==> config.mk <==
export PLATFORM = sky130hd
export DESIGN_NAME = serialize
export DESIGN_NICKNAME = d
export VERILOG_FILES = /design/src/rtl/serialize_pkg.sv /design/src/rtl/serialize.sv
export SDC_FILE = /design/constraint.sdc
export NUM_CORES = 1
export LEC_CHECK = 0
export BUFFER_PORTS_ARGS = -buffer_cell sky130_fd_sc_hd__buf_2
export CAP_MARGIN = 25
export CORE_UTILIZATION = 47
export DETAILED_ROUTE_END_ITERATION = 10
export PLACE_DENSITY = 0.76
export SYNTH_ARGS = -nofsm -noshare
export SYNTH_HDL_FRONTEND = slang
export SYNTH_SLANG_ARGS = --single-unit
==> constraint.sdc <==
create_clock -name clk -period 1.5 [get_ports clk]
set_input_delay 0.075 -clock clk [delete_from_list [all_inputs] [get_ports clk]]
set_output_delay 0.075 -clock clk [all_outputs]
set_load 0.05 [all_outputs]
==> src/rtl/serialize_pkg.sv <==
// serialize_pkg
//   Shared helpers for the serialize block.
//   clamp_len: limits a requested element count to the vector capacity.
package serialize_pkg;

    function automatic int clamp_len(input int len, input int n);
        return (len > n) ? n : len;
    endfunction

endpackage

==> src/rtl/serialize.sv <==
// serialize
//   Accepts a packed vector of up to N elements and emits its elements one
//   per result handshake, element 0 first. Each burst is followed by GAP idle
//   cycles so a downstream burst-end detector always sees res_stb low before
//   the next burst begins.
//
//   state | meaning
//   ------+---------------------------------------------------------------
//   IDLE  | vec_rdy high; waiting for a vector handshake
//   SEND  | res_stb high; presenting element idx of the registered vector
//   GAP   | res_stb and vec_rdy low; down-counting the inter-burst gap
//
// Ports
//   clk      in   clock, rising edge
//   rst      in   synchronous active-high reset
//   vec_stb  in   input vector valid
//   vec_dat  in   packed vector, element k at [k*ARGW +: ARGW]
//   vec_len  in   number of elements to emit (clamped to N)
//   vec_rdy  out  module accepts a vector
//   res_stb  out  output element valid
//   res_dat  out  output element
//   res_rdy  in   downstream accepts element
module serialize
    import serialize_pkg::*;
#(
    parameter int ARGW = 32,
    parameter int N    = 4,
    parameter int GAP  = 2,
    localparam int CNTW = $clog2(N + 1)
) (
    input  logic                clk,
    input  logic                rst,
    input  logic                vec_stb,
    input  logic [N*ARGW-1:0]   vec_dat,
    input  logic [CNTW-1:0]     vec_len,
    output logic                vec_rdy,
    output logic                res_stb,
    output logic [ARGW-1:0]     res_dat,
    input  logic                res_rdy
);

    localparam int GW = $clog2(GAP + 1);

    localparam logic [1:0] S_IDLE = 2'd0;
    localparam logic [1:0] S_SEND = 2'd1;
    localparam logic [1:0] S_GAP  = 2'd2;

    logic [1:0]        state;
    logic [1:0]        state_nxt;
    logic [N*ARGW-1:0] vec_q;
    logic [CNTW-1:0]   len_q;
    logic [CNTW-1:0]   idx;
    logic [CNTW-1:0]   len_eff;
    logic [GW-1:0]     gap_cnt;
    logic              vec_hs;
    logic              res_hs;
    logic              last_elem;

    assign len_eff   = CNTW'(clamp_len(int'(vec_len), N));
    assign vec_hs    = vec_stb & vec_rdy;
    assign res_hs    = res_stb & res_rdy;
    // idx never exceeds N-1, so idx+1 fits in CNTW bits.
    assign last_elem = ((idx + CNTW'(1)) == len_q);

    always_ff @(posedge clk) begin
        if (rst) begin
            state <= S_IDLE;
        end else begin
            state <= state_nxt;
        end
    end

    always_comb begin
        state_nxt = state;
        case (state)
            S_IDLE: if (vec_hs && (len_eff != '0)) state_nxt = S_SEND;
            S_SEND: if (res_hs && last_elem)       state_nxt = S_GAP;
            S_GAP:  if (gap_cnt <= GW'(1))         state_nxt = S_IDLE;
            default:                               state_nxt = S_IDLE;
        endcase
    end

    // idx is returned to 0 at burst end so the part-select below always
    // addresses a real element and res_dat is never X.
    always_comb begin
        vec_rdy = (state == S_IDLE);
        res_stb = (state == S_SEND);
        res_dat = vec_q[ARGW*int'(idx) +: ARGW];
    end

    always_ff @(posedge clk) begin
        if (rst) begin
            vec_q   <= '0;
            len_q   <= '0;
            idx     <= '0;
            gap_cnt <= '0;
        end else begin
            case (state)
                S_IDLE: begin
                    if (vec_hs) begin
                        vec_q <= vec_dat;
                        len_q <= len_eff;
                        idx   <= '0;
                    end
                end
                S_SEND: begin
                    if (res_hs) begin
                        if (last_elem) begin
                            idx     <= '0;
                            gap_cnt <= GW'(GAP);
                        end else begin
                            idx <= idx + CNTW'(1);
                        end
                    end
                end
                S_GAP: begin
                    gap_cnt <= gap_cnt - GW'(1);
                end
                default: ;
            endcase
        end
    end

endmodule

==> impl_metrics.csv <==
group,metric,value,unit
route,finalWirelength,20200,um
setup_path,crit_path_max_incr_delay,0.52,ns
floorplanning,io_pins,169,
sta,setup_viol,39,
place,place.gp.congestion,0.743,
power_and_ir_drop,powerDensity,1050,mW/mm2
clocking,clk_path_buf_depth,2,
floorplanning,floorplan.initialDensity,49.0,%
setup_path,cp_data_arrival_time,1.87,ns
floorplanning,die_x,115,um
run_status,violations,"negative setup slack",
place,post_dp_cell_area,0.00716,mm2
place,port_buffers,168,
route,firstDrtPassIters,5,
clocking,clk_pin_slew,0.05,ns
power_and_ir_drop,finalPower,9.97,mW
power_and_ir_drop,netSwitchingFraction,25.3,%
job,maxCapViolations,0,
setup_path,cp.required,1.42,ns
route,wire_per_inst,17.4,um
global_route,track_usage,31.0,%
setup_path,cpMostUsedCell,"buf_6",
setup_path,critPathTopFamily,"multiplexers",
global_route,antenna_found_initial,1,
sta,worst_pin_slew,0.445,ns
setup_path,startpoint_type,"flop",
clocking,cts_root_buffer,"clkbuf_16",
synth,synth-seq-cells,138,
sta,finalHoldViolCount,0,
route,vias,6224,
synth,synth_seq_area_share,46.2,%
synth,synthCells,693,
power_and_ir_drop,p_switching,2.53,mW
floorplanning,num_rows,40,
synth,ys_warn_count,0,
synth,synth_nets,830,
worst_hold_path,hp-class,"input pin to flop",
floorplanning,core_area,0.0122,mm2
sta,setup_slack,-0.450,ns
place,post-dp-hpwl,9200,um
synth,yosysUniqueCellTypes,36,
setup_path,worstSetupEndpointType,"output pin",
synth,syn-cell-area,0.00598,mm2
power_and_ir_drop,p_comb_share,18.9,%
clocking,cts_sinks,138,
setup_path,worst-setup-path-type,"flop to output pin",
final_layout,syn_to_final_growth,59.0,%
clocking,cts-buffers-inserted,17,
route,drtIter0Drc,450,
clocking,cts_tree,"yes",
power_and_ir_drop,seqPwrFrac,40.2,%
final_layout,final_cell_area,0.00951,mm2
final_layout,drive_above_1_share,30.5,%
sta,post-route-min-period,1.95,ns
global_route,grt_max_degree,76,
sta,relSlewSlack,70.3,%
run_status,outcome,"finished with violations",
power_and_ir_drop,peakVddDrop,732,uV
route,drtAntennaViolNets,0,
sta,timing.final.crit_share,130,%
route,viasPerCell,5.36,
synth,syn_area_per_cell,8.63,um2
floorplanning,design.die.area,0.0132,mm2
setup_path,crit_chain,"buf_6, mux4_2, nor2b_4, buf_6",
setup_path,path_buf_inv,2,
clocking,clkLatencyLatePin,0.42,ns
clocking,cts.htree.levels,4,
power_and_ir_drop,clkPwrFrac,40.9,%
sta,clock_skew,0.00625,ns
global_route,grt_pass1_wl,30800,um
sta,rsz0062_at_grt,"true",
sta,finalMaxSlewViolations,0,
power_and_ir_drop,internal_power,7.45,mW
setup_path,slowest_stage,"mux4_2",
floorplanning,die_h,115,um
sta,fmax,513,MHz
final_layout,fin_nets,1121,
global_route,grt_overflow,0,
route,drc,0,
power_and_ir_drop,power.leakage,3.88,nW
setup_path,crit_fanout,7,
global_route,first_global_vias,6365,
==> cells in the mapped netlist <==
| cell type | instances | share of area (%) |
|---|---|---|
| and4bb_2 | 1 | 0.21 |
| o221a_1 | 2 | 0.38 |
| nor2b_1 | 31 | 3.2 |
| inv_1 | 4 | 0.25 |
| nor3b_2 | 1 | 0.21 |
| buf_4 | 4 | 0.50 |
| buf_2 | 19 | 1.6 |
| and2b_2 | 2 | 0.29 |
| o31a_1 | 1 | 0.15 |
| o311ai_0 | 1 | 0.15 |
| clkbuf_1 | 24 | 1.5 |
| nand3b_1 | 2 | 0.25 |
| or3b_1 | 1 | 0.15 |
| mux4_2 | 32 | 12 |
| o32ai_1 | 1 | 0.15 |
| nand3_1 | 2 | 0.17 |
| or3_1 | 1 | 0.10 |
| xor2_1 | 1 | 0.15 |
| o21ai_0 | 5 | 0.42 |
| nand2b_1 | 1 | 0.10 |
| nor3_1 | 2 | 0.17 |
| nor2_1 | 3 | 0.19 |
| a31oi_1 | 1 | 0.10 |
| a21oi_1 | 132 | 11 |
| and3b_1 | 1 | 0.15 |
| or2_2 | 1 | 0.10 |
| buf_6 | 10 | 1.9 |
| a211oi_1 | 1 | 0.13 |
| a21boi_0 | 1 | 0.13 |
| xor3_2 | 1 | 0.42 |
| ha_1 | 2 | 0.42 |
| mux2i_1 | 1 | 0.17 |
| nor4b_4 | 1 | 0.40 |
| nand2_1 | 261 | 16 |
| dfxtp_1 | 138 | 46 |
| xnor2_1 | 1 | 0.15 |
==> final timing paths <==
kind	startpoint	depth (start not counted)	to	slack, ns
max	idx[0]	4	res_dat[20]	-0.45
min	rst	2	vec_q[59]	0.1
max reg2reg	idx[0]	7	idx[2]	-0.29
min reg2reg	vec_q[118]	2	vec_q[118]	0.45
==> kinds of logic after synthesis <==
kind of cell,synth area share (%)
buffers and inverters,5.73
flip-flops,46.2
AND/OR/NAND/NOR,22.1
adder cells (fa/ha/maj),0.418
multiplexers,12.2
XOR/XNOR,0.711
AO/OA/AOI/OAI,12.6
==> power groups by stage <==
stage,Clock [mW],Sequential (mW),Combinational (mW)
after global placement,0,4.06,1.34
after global routing,4.30,4.03,2.01
after floorplan,0,4.03,1.01
final,4.08,4.01,1.88
after detailed placement,0,4.07,1.36
after CTS,4.11,4.00,1.76
==> flip-flops by register name, summed over array words and instances, names as in the netlist <==
register and count:
vec_q 128, idx 3, len_q 3, gap_cnt 2, state 2
==> per-stage QoR <==
step | utilization [%] | setup WS (ns) | setup TNS, ns | std cells | hold slack (ns)
floorplan | - | -0.0808 | -0.146 | 693 | 0.182
global placement | 58.6 | -0.0588 | -0.565 | 991 | 0.319
detailed placement | 58.6 | -0.0707 | -1.07 | 991 | 0.323
CTS | 76.9 | -0.490 | -14.23 | 1156 | 0.0813
global route | 77.9 | -0.490 | -15.92 | 1162 | 0.103
finish | 77.9 | -0.450 | -13.91 | 1162 | 0.0989
==> cell usage in the layout, fill, tap and decap left out, types with 2 or more instances in the layout <==
master	Yosys	routed
inv_1	4	4
o21ai_0	5	4
dfxtp_4	0	3
nand3b_1	2	2
nor2_1	3	3
a21oi_1	132	132
buf_8	0	4
buf_4	4	14
clkbuf_1	24	4
nand3_1	2	2
buf_2	19	134
nand2_1	261	261
bufinv_16	0	2
dfxtp_1	138	133
o221a_1	2	2
and2b_2	2	2
nor2b_4	0	30
buf_6	10	36
dlygate4sd3_1	0	132
dfxtp_2	0	2
clkbuf_8	0	5
clkbuf_16	0	18
mux4_2	32	32
buf_12	0	8
==> final cells by class <==
cell class | instances | area [um2]
Inverter | 4 | 15.0
Sequential cell | 138 | 2780
Fill cell | 740 | 2700
Clock inverter | 2 | 60.1
Antenna cell | 1 | 2.50
Clock buffer | 26 | 509
Tap cell | 168 | 210
Timing Repair Buffer | 329 | 2750
Multi-Input combinational cell | 494 | 3190
==> routing by layer <==
layer  GRT usage, %  share of wire [%]
met1           33.9                 38
met2           54.3                 53
met3           8.28                5.2
met4           18.1                4.4
met5              0                  0
==> what timing repair did <==
item / CTS / global route
pin swaps: 3 / 6
hold buffers: 132 / 0
endpoints found under the setup margin: 36 / 90
gates resized for setup: 75 / 26
cloned: 2 / 1
endpoints found under the hold margin: 132 / 0
setup buffers: 4 / 6
Note: power is estimated with default switching activity, not from simulation.
